--- src/rtl/rr_arbiter_4_1.sv ---
// rr_arbiter_4_1: round-robin 4:1 mux sequencer with bounded bursts and valid/ready output
module rr_arbiter_4_1 #(
  parameter int WIDTH     = 8,
  parameter int MAX_BURST = 4
) (
  input  logic             clk_i,
  input  logic             rst_ni,
  input  logic [3:0]       req_i,
  input  logic [WIDTH-1:0] a_i,
  input  logic [WIDTH-1:0] b_i,
  input  logic [WIDTH-1:0] c_i,
  input  logic [WIDTH-1:0] d_i,
  input  logic             ready_i,
  output logic [3:0]       gnt_o,
  output logic [1:0]       sel_o,
  output logic [WIDTH-1:0] f_o,
  output logic             valid_o
);
  typedef enum logic {IDLE, GRANT} state_e;
  state_e     state_q;
  logic [1:0] sel_q, last_q, base, win, idx;
  logic [3:0] gnt_q, cnt_q;
  logic       found, xfer, rel, busy;
  assign busy    = state_q == GRANT;
  assign valid_o = busy && req_i[sel_q];
  assign xfer    = valid_o && ready_i;
  assign rel     = busy && (!req_i[sel_q] || (xfer && cnt_q == 4'(MAX_BURST - 1)));
  assign gnt_o   = gnt_q;
  assign sel_o   = sel_q;
  // selected word, forced to zero outside a grant
  always_comb begin
    f_o = !busy ? '0 : sel_q == 2'd0 ? a_i : sel_q == 2'd1 ? b_i : sel_q == 2'd2 ? c_i : d_i;
  end
  // rotating priority search starting after the previous owner (releasing index while granted)
  always_comb begin
    base  = busy ? sel_q : last_q;
    found = 1'b0;
    win   = base;
    idx   = base;
    for (int k = 1; k <= 4; k++) begin
      idx = base + 2'(k);
      if (!found && req_i[idx]) begin
        found = 1'b1;
        win   = idx;
      end
    end
  end
  // grant FSM: pick a winner when idle or on release, otherwise count accepted beats
  always_ff @(posedge clk_i or negedge rst_ni) begin
    if (!rst_ni) begin
      state_q <= IDLE;
      gnt_q   <= 4'b0000;
      sel_q   <= 2'd0;
      last_q  <= 2'd3;
      cnt_q   <= 4'd0;
    end else if (!busy || rel) begin
      if (busy) last_q <= sel_q;
      cnt_q <= 4'd0;
      if (found) begin
        state_q <= GRANT;
        sel_q   <= win;
        gnt_q   <= 4'b0001 << win;
      end else begin
        state_q <= IDLE;
        gnt_q   <= 4'b0000;
      end
    end else if (xfer) begin
      cnt_q <= cnt_q + 4'd1;
    end
  end
endmodule

--- config.mk ---
export PLATFORM = sky130hd
export DESIGN_NAME = rr_arbiter_4_1
export DESIGN_NICKNAME = d
export VERILOG_FILES = /design/src/rtl/rr_arbiter_4_1.sv
export SDC_FILE = /design/constraint.sdc
export NUM_CORES = 1
export LEC_CHECK = 0
export CAP_MARGIN = 10
export CORE_UTILIZATION = 51
export DETAILED_ROUTE_END_ITERATION = 8
export DONT_BUFFER_PORTS = 1
export GPL_TIMING_DRIVEN = 0
export PLACE_DENSITY = 0.67
export SLEW_MARGIN = 20
export SYNTH_ARGS = -nofsm -noshare
export SYNTH_HDL_FRONTEND = slang
export SYNTH_SLANG_ARGS = --single-unit
--- constraint.sdc ---
create_clock -name clk_i -period 3.15 [get_ports clk_i]
set_input_delay 0.4725 -clock clk_i [delete_from_list [all_inputs] [get_ports clk_i]]
set_output_delay 0.4725 -clock clk_i [all_outputs]
set_load 0.005 [all_outputs]
Yosys cells after proc, flatten, opt, wreduce, memory -nomap -nowiden --
Index checks and enable logic that the tools add are counted.
Storage, ports and cells: flip-flop bits (word level) 13, input bits 39, output and inout port bits 15, word-level logic and storage cells 62
Cells by class: add/subtract/negate cells 4, order comparisons 5, eq/ne operators 3, shift-type cells 1, mux-type cells 27, reductions and logical operators 17
Operators by type and width (number):
- 2-to-1 mux 8 bit | 4
- < comparator 2 x 3 -> 1 bit (second input constant) | 5
- 2-to-1 mux 4 bit | 3
- binary-select mux 1 bit (select 2 bit) | 5
- 2-to-1 mux 1 bit | 10
- 2-to-1 mux 2 bit | 5
- logical AND 1 bit | 7
- logical NOT 1 bit | 5
- adder 2 bit (second input constant) | 2
- adder 4 x 1 -> 4 bit (second input constant) | 1
- == test 4 x 2 -> 1 bit (second input constant) | 1
- << shifter 1 x 2 -> 4 bit (first input constant) | 1
- adder 2 x 1 -> 2 bit (second input constant) | 1
- == test 2 x 1 -> 1 bit (second input constant) | 1
- == test 2 bit (second input constant) | 1
- logical NOT 2 bit | 1
- logical OR 1 bit | 2
- AND reduction 2 bit | 1
- nonzero test 2 bit | 1

Logic depth before layout (Yosys ltp) --
Gate-level depths: netlist of the first run.
depth in word-level cells 16, gate-level depth with buffers 7, depth with buffers taken out 6

Least setup slack after synthesis of the first run --
OpenSTA, ideal clock, no wires.
path kind reg2reg, start register sel_q[0], in the netlist sel_o[0], end register sel_q[1], in the netlist sel_o[1], setup time 0.125 ns, arrival 1.622 ns, data required time 3.025 ns, path slack 1.404 ns, cell stages (with the launch flop) 7, buffers on the path 1, period minus slack after synthesis 1.746 ns, path through dfrtp_1 -> buf_6 -> mux2i_2 -> a21oi_1 -> a311o_1 -> and2_4 -> mux2_2
Between the ends: word-level cells in the longest chain between the ends 15, elaborated cells on any way between the ends 36, classes of those cells add/sub (3); mux (19); reduce/logical (14)
RTL lines:
- start, declared | RTL line 21 | logic [1:0] sel_q, last_q, base, win, idx;
- start signal, assigned | RTL line 61 | sel_q <= win;
- 2-to-1 mux 2 bit | RTL line 36 | base = busy ? sel_q : last_q;
- adder 2 x 1 -> 2 bit | RTL line 41 | idx = base + 2'(k);
- binary-select mux 1 bit (select 2 bit) | RTL line 42 | if (!found && req_i[idx]) begin
- 2-to-1 mux 1 bit (not written as such) | RTL line 42
- 2-to-1 mux 1 bit | RTL line 42
- logical NOT 1 bit | RTL line 42
- logical AND 1 bit | RTL line 42
- 2-to-1 mux 1 bit | RTL line 42
- logical NOT 1 bit | RTL line 42
- logical AND 1 bit | RTL line 42
- 2-to-1 mux 1 bit | RTL line 42
- logical NOT 1 bit | RTL line 42
- logical AND 1 bit | RTL line 42
- 2-to-1 mux 1 bit | RTL line 42
- AND reduction 2 bit (no source line)
Parallel ways exist; a longest one is shown, timed or not. The select of a mux whose other input is x is not followed. A chain may end at the register's enable or synchronous reset.

Worst setup path in the final report of the first run --
start register sel_q[0], in the netlist sel_o[0], end output f_o[4]
Between the ends: word-level cells in the longest chain between the ends 5, elaborated cells on any way between the ends 7, classes of those cells eq/ne (2); mux (4); reduce/logical (1)
RTL lines:
- == test 2 bit | RTL line 32 | f_o = !busy ? '0 : sel_q == 2'd0 ? a_i : sel_q == 2'd1 ? b_i : sel_q == 2'd2 ? c_i : d_i;
- 2-to-1 mux 8 bit (2 in series) | RTL line 32
- 2-to-1 mux 8 bit * (2 in series) | RTL line 32
- end, declared | RTL line 16 | output logic [WIDTH-1:0] f_o,
Every way passes the cells marked *; elsewhere a longest branch is shown, timed or not.

==> flow_summary_export.csv, run 1 <==
group,metric,value,unit
status,run_status,"finished clean",
cts,cts.sink_count,13,
placement,dp_hpwl,1407,um
grt,grt_max_degree,12,
routing,drcViolationCount,0,
routing,ant_nets,0,
cts,cts_root_buffer,"clkbuf_4",
cts,cts_hold_buffers,1,
timing,hold_viol,0,
pwr,p_clk_share,10.9,%
cells_and_area,antenna_cells,0,
critical_path,path_class,"reg -> out",
critical_path,cp_slowest_cell,"mux4_1",
floorplanning,rows,15,
logic_synthesis,synth_edf_count,0,
placement,gp_congestion,0.6926,
logic_synthesis,synth_flop_cell,"dfrtp_1",
timing,setup_viol,0,
floorplanning,initial_utilization,55.89,%
routing,viasPerCell,5.856,
critical_path,path_cells,"buf_6 -> mux4_1 -> and2_1",
floorplanning,die-area,2113,sq um
pwr,p_switching,344.5,uW
timing,finalCritPeriodShare,65.72,%
cells_and_area,syn2layout_area_growth,6.853,%
cts,cts_tree,"built",
placement,numPortBuffers,0,
floorplanning,die_x,45.97,um
routing,num_vias,691,
timing,finalCriticalPeriod,2.070,ns
floorplanning,boundaryPins,54,
pwr,p_int,556.6,uW
floorplanning,core_area,1764,sq um
run,maxCapViolCount,0,
cts,path_clk_slew,0.07,ns
critical_path,reg2regPathDepth,6,
logic_synthesis,synth_area,985.9,sq um
routing,wl_per_cell,15.32,um
logic_synthesis,synth_common_cells,"dfrtp_1, nand2_1, and2_1",
pwr,ir_drop,467.6,uV
cts,cts_resized,0,
pwr,comb_power_share,57.2,%
grt,overflow,0,
cells_and_area,final_layout_size_suffix_gt1_share,18.28,%
timing,worst_slew_pin_slew,0.4798,ns
cts,clk_latency,0.27,ns
grt,gr-usage-all-layers,18.29,%
logic_synthesis,yosysUniqueCellTypes,33,
routing,drtIter0Drc,6,
critical_path,endpoint_kind,"primary output",
logic_synthesis,synth_top_area_share,27.92,%
critical_path,required,2.68,ns
grt,grt_pass1_vias,665,
logic_synthesis,seq_area_frac_synth,33.25,%
cts,clk_path_buf_depth,2,
grt,grt_first_pass_wirelength,2725,um
grt,antenna_found_initial,0,
pwr,p_sw_share,38.23,%
timing,clock.fmax,483.0,MHz
cells_and_area,nFillCells,171,
logic_synthesis,yosysWarnings,0,
placement,dpl-instance-area,1017,sq um
cts,cts_setup_buffers,0,
cells_and_area,multi_input_comb_area,618.1,sq um
timing,clock_skew,0.002022,ns
cells_and_area,regArea,327.8,sq um
cts,cts.htree.levels,1,
logic_synthesis,post-synth-top-count-cell,"dfrtp_1",
logic_synthesis,syn_nets,128,
logic_synthesis,synth_area_leader_cell,"dfrtp_1",
cells_and_area,fin_nets,134,
timing,slew_viol_final,0,
critical_path,cp_slowest_stage_delay,0.55,ns
timing,rsz0062_at_grt,"no",
logic_synthesis,synthTopCellsByArea,"dfrtp_1, mux4_1, dfstp_2, and2_1, nand2_1",
pwr,p_seq_share,31.9,%
pwr,p_per_area,855.3,nW/um^2
timing,slew-limit-headroom,67.91,%
critical_path,crit_fanout,10,
cells_and_area,fin_area,1054,sq um
logic_synthesis,syn_inst,88,
routing,wirelength,1808,um
min_path,holdCritPathClass,"in -> async",
timing,fin_tns_setup,0,ns
critical_path,crit_arrival,1.60,ns
pwr,p_leak,0.0004679,uW
logic_synthesis,avgSynthCellArea,11.20,sq um
logic_synthesis,async_flop_share,100.0,%
logic_synthesis,synth.ff_latch_count,13,
critical_path,ff2ff_setup_slack,1.25,ns
critical_path,startpoint_type,"flip-flop",
cts,cts_buffers,3,
routing,dr.pass1.iters,4,
floorplanning,die_y,45.97,um
[state kept, by name, summed over array words and instances (netlist names)]
name	count
cnt_q	4
gnt_o	4
last_q	2
sel_o	2
busy	1
[stage by stage]
step | util (%) | worst slack, ns | power, uW | cells | hold WS, ns
2_1_floorplan | - | 1.404 | 726.5 | 88 | 0.1769
3_3_place_gp | 57.66 | 1.278 | 799.1 | 113 | 0.1772
3_5_place_dp | 57.66 | 1.262 | 807.3 | 113 | 0.1771
4_1_cts | 59.72 | 1.053 | 912.6 | 118 | 0.02848
5_1_grt | 59.72 | 0.9974 | 976.9 | 118 | 0.01586
6_report | 59.72 | 1.080 | 901.1 | 118 | 0.03956
[cell usage in the layout (no fill, tap or decap), types with 3 or more instances in the layout]
| cell type | instances |
|---|---|
| dfrtp_1 | 11 |
| nand2_1 | 10 |
| and2_1 | 8 |
| mux4_1 | 7 |
| nor2_1 | 7 |
| nand2b_1 | 3 |
| mux2i_1 | 3 |
| a21oi_1 | 3 |
| clkbuf_4 | 3 |
[power by group through the flow]
stage / logic [uW] / registers [uW] / clock network, uW
detailed placement: 516 / 292 / 0
CTS: 521 / 288 / 103
floorplan: 446 / 280 / 0
global placement: 509 / 290 / 0
global route: 573 / 294 / 110
finish: 515 / 287 / 98.2
[critical path, delay by kind of cell, from the launching register on]
family        cells  cell delay (ns)
buf+inv           1             0.18
flops             1             0.42
mux               1             0.55
simple gates      1             0.18
[metal layers]
metal	wire length, um	track usage, %
met1	770	24.04
met2	894	29.86
met3	128	3.175
met4	14	7.059
met5	0	0
[path summary, 6_finish.rpt]
kind | start | end
min reg2reg | last_q[1] | last_q[1]
max in group asynchronous | rst_ni | cnt_q[0]
min | rst_ni | last_q[1]
max | sel_o[0] | f_o[4]
min in group clk_i | ready_i | cnt_q[0]
max reg2reg | sel_o[0] | sel_o[1]
[logic make-up (layout without fill, tap and decap cells)]
family | Yosys count | after routing | synth area share (%)
compound gates | 17 | 17 | 12.94
xor+xnor | 2 | 2 | 1.777
fa+ha+maj | 1 | 1 | 1.269
buf+inv | 6 | 11 | 4.061
flops | 13 | 13 | 33.25
mux | 15 | 15 | 29.57
simple gates | 34 | 34 | 17.13
[cell type report]
type	count	share of cell area [%]
Sequential cell	13	31.12
Buffer	4	3.088
Tap cell	25	2.969
Timing Repair Buffer	1	0.9501
Inverter	2	0.7126
Multi-Input combinational cell	69	58.67
Clock buffer	4	2.494
(Power assumes the default switching activity.)
==> run 2: changes to the inputs <==
--- a/config.mk
+++ b/config.mk
@@ -10,7 +10,7 @@
 export DETAILED_ROUTE_END_ITERATION = 8
 export DONT_BUFFER_PORTS = 1
 export GPL_TIMING_DRIVEN = 0
-export PLACE_DENSITY = 0.67
+export PLACE_DENSITY = 0.7
 export SLEW_MARGIN = 20
 export SYNTH_ARGS = -nofsm -noshare
 export SYNTH_HDL_FRONTEND = slang
==> constraint.sdc (replaced) <==
create_clock -name clk_i -period 1.8 [get_ports clk_i]
set_input_delay 0.27 -clock clk_i [delete_from_list [all_inputs] [get_ports clk_i]]
set_output_delay 0.27 -clock clk_i [all_outputs]
set_load 0.005 [all_outputs]
==> run 2 against run 1 <==
Effect of this change:
- non-clock buffer count up 2
- routed wire length up 23%
- clock power up 80%
- final area up 6.9%
- sequential share of layout area down 1.7 points
- first-iteration DRC count rose to 2.7 times the previous value
- clock skew down 0.0012 ns
- critical path type unchanged
- highest routed layer unchanged
- worst hold slack better by 0.060 ns
==> flow_summary_export.csv, run 2 (same netlist as run 1, synthesis figures left out) <==
group,metric,value,unit
run,maxCapViolCount,0,
critical_path,crit_arrival,1.51,ns
routing,viasPerCell,6.092,
placement,gp_congestion,0.7099,
routing,met1Wirelength,956,um
timing,finalCriticalPeriod,1.781,ns
cells_and_area,syn2layout_area_growth,14.21,%
critical_path,startpoint_type,"flip-flop",
timing,setup_viol,0,
routing,wl_per_cell,18.58,um
grt,grt_max_degree,14,
timing,slew-limit-headroom,61.48,%
grt,grt_first_pass_wirelength,3477,um
placement,dp_hpwl,1621,um
timing,hold_viol,0,
timing,fin_tns_setup,0,ns
cts,clk_path_buf_depth,2,
cts,cts.htree.levels,1,
cells_and_area,antenna_cells,0,
critical_path,path_class,"reg -> out",
critical_path,required,1.53,ns
timing,finalCritPeriodShare,98.97,%
grt,grt_pass1_vias,749,
cells_and_area,nFillCells,161,
cells_and_area,final_common_cell,"nand2_1",
routing,ant_nets,0,
critical_path,cp_slowest_stage_delay,0.50,ns
critical_path,ff2ff_setup_slack,0.02,ns
critical_path,endpoint_kind,"primary output",
grt,overflow,0,
cts,cts_root_buffer,"clkbuf_4",
grt,antenna_found_initial,0,
cells_and_area,final_layout_size_suffix_gt1_share,44.21,%
timing,slew_viol_final,0,
timing,clock.fmax,561.4,MHz
min_path,holdCritPathClass,"in -> reg",
floorplanning,boundaryPins,54,
critical_path,path_cells,"buf_6 -> mux4_2 -> and2_4",
cells_and_area,regArea,331.6,sq um
timing,rsz0062_at_grt,"yes",
floorplanning,die_y,45.97,um
cts,cts_buffers,3,
routing,drcViolationCount,0,
pwr,p_per_area,1641,nW/um^2
routing,dr_wl_met2,1064,um
cts,clk_latency,0.27,ns
routing,num_vias,731,
critical_path,cp_slowest_cell,"mux4_2",
floorplanning,rows,15,
placement,numPortBuffers,0,
floorplanning,initial_utilization,55.89,%
cells_and_area,fin_nets,136,
floorplanning,core_area,1764,sq um
floorplanning,die_x,45.97,um
floorplanning,die-area,2113,sq um
routing,dr_wl_met3,153,um
cts,cts.sink_count,13,
timing,clock_skew,0.0007793,ns
routing,dr.pass1.iters,4,
routing,wirelength,2230,um
cells_and_area,final_cell_mix,"nand2_1, and2_4, mux4_2, dfrtp_1, nor2_1",
cells_and_area,multi_input_comb_area,655.6,sq um
pwr,p_leak,0.0004739,uW
cts,cts_tree,"built",
routing,highest_layer,"met4",
timing,worst_slew_pin_slew,0.5758,ns
critical_path,crit_fanout,5,
pwr,ir_drop,715.0,uV
timing,whs,0.09945,ns
routing,drtIter0Drc,16,
cts,path_clk_slew,0.08,ns
status,run_status,"finished clean",
grt,gr-usage-all-layers,23.73,%
==> run 2: path summary, 6_finish.rpt <==
| path | start | end | depth (start not counted) |
|---|---|---|---|
| min reg2reg | gnt_o[2] | gnt_o[2] | 2 |
| max in group asynchronous | rst_ni | sel_o[1] | 1 |
| max reg2reg | busy | sel_o[1] | 6 |
| min | ready_i | cnt_q[0] | 1 |
| min in group asynchronous | rst_ni | gnt_o[2] | 1 |
| max | sel_o[0] | f_o[6] | 3 |
==> run 2: metal layers <==
| metal | track usage [%] | up-vias |
|---|---|---|
| li1 | - | 339 |
| met1 | 32.65 | 350 |
| met2 | 36.90 | 34 |
| met3 | 3.968 | 8 |
| met4 | 10.00 | 0 |
| met5 | 0 | - |
==> run 2: report_power, final <==
group,internal [uW],switching (uW),total [uW]
Clock,85.9,90.9,177
Sequential,417,109,525
Combinational,647,499,1150
Total,1150,698,1850
==> run 2: what timing repair did <==
action	in CTS	in global routing
gates cloned	1	0
hold buffers	1	0
resized for setup	19	12
hold endpoints to repair	13	0
endpoints found under the setup margin	14	14
setup buffers	2	0
pin swaps	1	9
==> run 2: stage by stage <==
stage	cell area, sq um	util [%]	total power (uW)	setup WS [ns]	std cells
floorplan	985.9	-	1271	0.05365	88
global placement	1017	57.66	1397	-0.06670	113
finish	1126	63.83	1848	0.01861	120
CTS	1090	61.77	1773	-0.02657	120
global route	1126	63.83	1992	-0.04817	120
detailed placement	1017	57.66	1426	-0.08529	113
==> run 2: layout make-up <==
| type | instances | area share [%] |
|---|---|---|
| multi-input combinational | 69 | 58.22 |
| timing repair buffer | 4 | 3.556 |
| tap | 25 | 2.778 |
| clock buffer | 4 | 2.333 |
| sequential | 13 | 29.44 |
| inverter | 2 | 0.6667 |
| buffer | 3 | 3.000 |
==> run 2: worst max-delay path: cells and delay by family (launching register included) <==
family                 cells  cell delay, ns
flip-flops                 1            0.43
multiplexers               1            0.50
buffers and inverters      1            0.16
AND/OR/NAND/NOR            1            0.16
==> RTL change (flow settings as in run 2) <==
`WIDTH`: 8 -> 10.
--- a/src/rtl/rr_arbiter_4_1.sv
+++ b/src/rtl/rr_arbiter_4_1.sv
@@ -1,6 +1,6 @@
 // rr_arbiter_4_1: round-robin 4:1 mux sequencer with bounded bursts and valid/ready output
 module rr_arbiter_4_1 #(
-  parameter int WIDTH     = 8,
+  parameter int WIDTH     = 10,
   parameter int MAX_BURST = 4
 ) (
   input  logic             clk_i,
Interface: changed (5 resized); port bits go from 54 to 64. The function was not compared with the original's and may differ.
==> RTL change against run 2 <==
The flow now finishes with violations (negative setup slack); utilization down 0.080 points; combinational power up 4%; setup slack worse by 0.064 ns; synthesized cell count up 6.8%; area after synthesis up 3.4%; cell area up 2.0%; sequential share of layout area down 0.80 points; clock skew up 0.0066 ns; sequential cell count unchanged; die area up 3.3%; non-clock buffer count unchanged; total power up 2.7%; wire length down 9.3%; critical path type is now register to register.
==> RTL change: results (changes against run 2) <==
metric,value,unit,change
status,"finished, violations left",,
violations,negative setup slack,,
grt_pass1_wl,2.92,mm,-16%
wl_per_cell,16.3,µm,-12%
dr_total_vias,768,,+5.1%
routed_via_density,6.19,,+1.7%
place_congestion,0.678,,-4.5%
place_inst,119,,+5.3%
final.setup_skew,0.00738,ns,+0.00660 ns
dp_hpwl,1.55,mm,-4.2%
wl_met1,768,µm,-20%
drt-initial-drc-count,8,,-8
critical_path_arrival,2.01,ns,+0.50 ns
final.setup.tns,-0.286,ns,-0.286 ns
dr_wl_met2,1.05,mm,-1.0%
grt_pass1_vias,707,,-5.6%
netlist_top_cells_count,"dfrtp_1, and2_1, mux4_2, nand2_1, nor2_1",,
setup-violations-final,11,,+11
max_stage_delay,0.36,ns,-0.14 ns
fin_ws,-0.0451,ns,-0.0637 ns
synthTopCellsByArea,"dfrtp_1, mux4_2, and2_1, dfstp_2, nand2_1",,
path_max_fanout,6,,+1
worst_pin_slew,0.556,ns,-0.0196 ns
placed_cell_area,0.00105,mm²,+3.3%
wl_met3,171,µm,+12%
pre_cts_ws,-0.0813,ns,+0.00404 ns
yosysSeqAreaShare,32.1,%,-1.1 points
critPathSlowestCell,dfrtp_1,,
leakage,0.490,nW,+3.4%
track_usage,19.0,%,-4.7 points
ir_worst_vdd,0.862,mV,+21%
[RTL change: cell types whose count changed after synthesis, sizes merged]
cell / change
mux4: +2
and2: +2
clkbuf: +2
[RTL change: metal layers]
metal	vias up	global-route usage [%]
met5	-	0
met4	0	8.57
met3	6	2.75
met2	47	33.9
met1	360	22.5
li1	355	-
[RTL change: where the power goes]
| group | switching, mW | total (mW) | internal, mW | leakage (nW) |
|---|---|---|---|---|
| combinational | 0.506 | 1.20 | 0.697 | 0.315 |
| clock | 0.0950 | 0.181 | 0.0860 | 0.0150 |
| sequential | 0.101 | 0.515 | 0.414 | 0.160 |
| total | 0.702 | 1.90 | 1.20 | 0.490 |
[RTL change: cell families after synthesis]
kind of cell | synth area share (%)
AND/OR/NAND/NOR | 17.9
AO/OA/AOI/OAI | 12.5
multiplexers | 30.4
flip-flops | 32.1
buffers and inverters | 4.05
XOR/XNOR | 1.72
adder cells (fa/ha/maj) | 1.23
[RTL change: worst reg2reg max path, delay by kind of cell (launching register included)]
family,cells,cell delay (ns)
buffers and inverters,1,0.13
DFF,1,0.36
and+or+nand+nor,1,0.18
muxes,2,0.61
AOI/OAI and AO/OA,2,0.45
[RTL change: final timing paths]
check                                from   endpoint  slack, ns  depth (start not counted)
min in group asynchronous          rst_ni   gnt_o[1]       0.41                          1
worst max register to register       busy   sel_o[1]      -0.05                          6
worst max-delay path                 busy   sel_o[1]      -0.05                          6
max in group asynchronous          rst_ni   sel_o[0]       0.98                          1
worst min register to register  last_q[0]  last_q[0]       0.52                          2
worst min-delay path              ready_i   cnt_q[1]       0.09                          1
[RTL change: final cells by class]
class | instances | area, µm²
multi-input cells | 73 | 683
fillers | 166 | 653
flip-flops and latches | 13 | 329
plain buffers | 5 | 53.8
inverters | 2 | 7.51
repair buffers | 2 | 17.5
well taps | 25 | 31.3
clock buffers | 4 | 26.3
[RTL change: what timing repair did]
item / in CTS / in global routing
pin swaps: 3 / 0
endpoints found under the setup margin: 15 / 15
buffers inserted: 1 / 0
hold endpoints to repair: 13 / 0
gates resized for setup: 20 / 0
hold buffers: 1 / 0
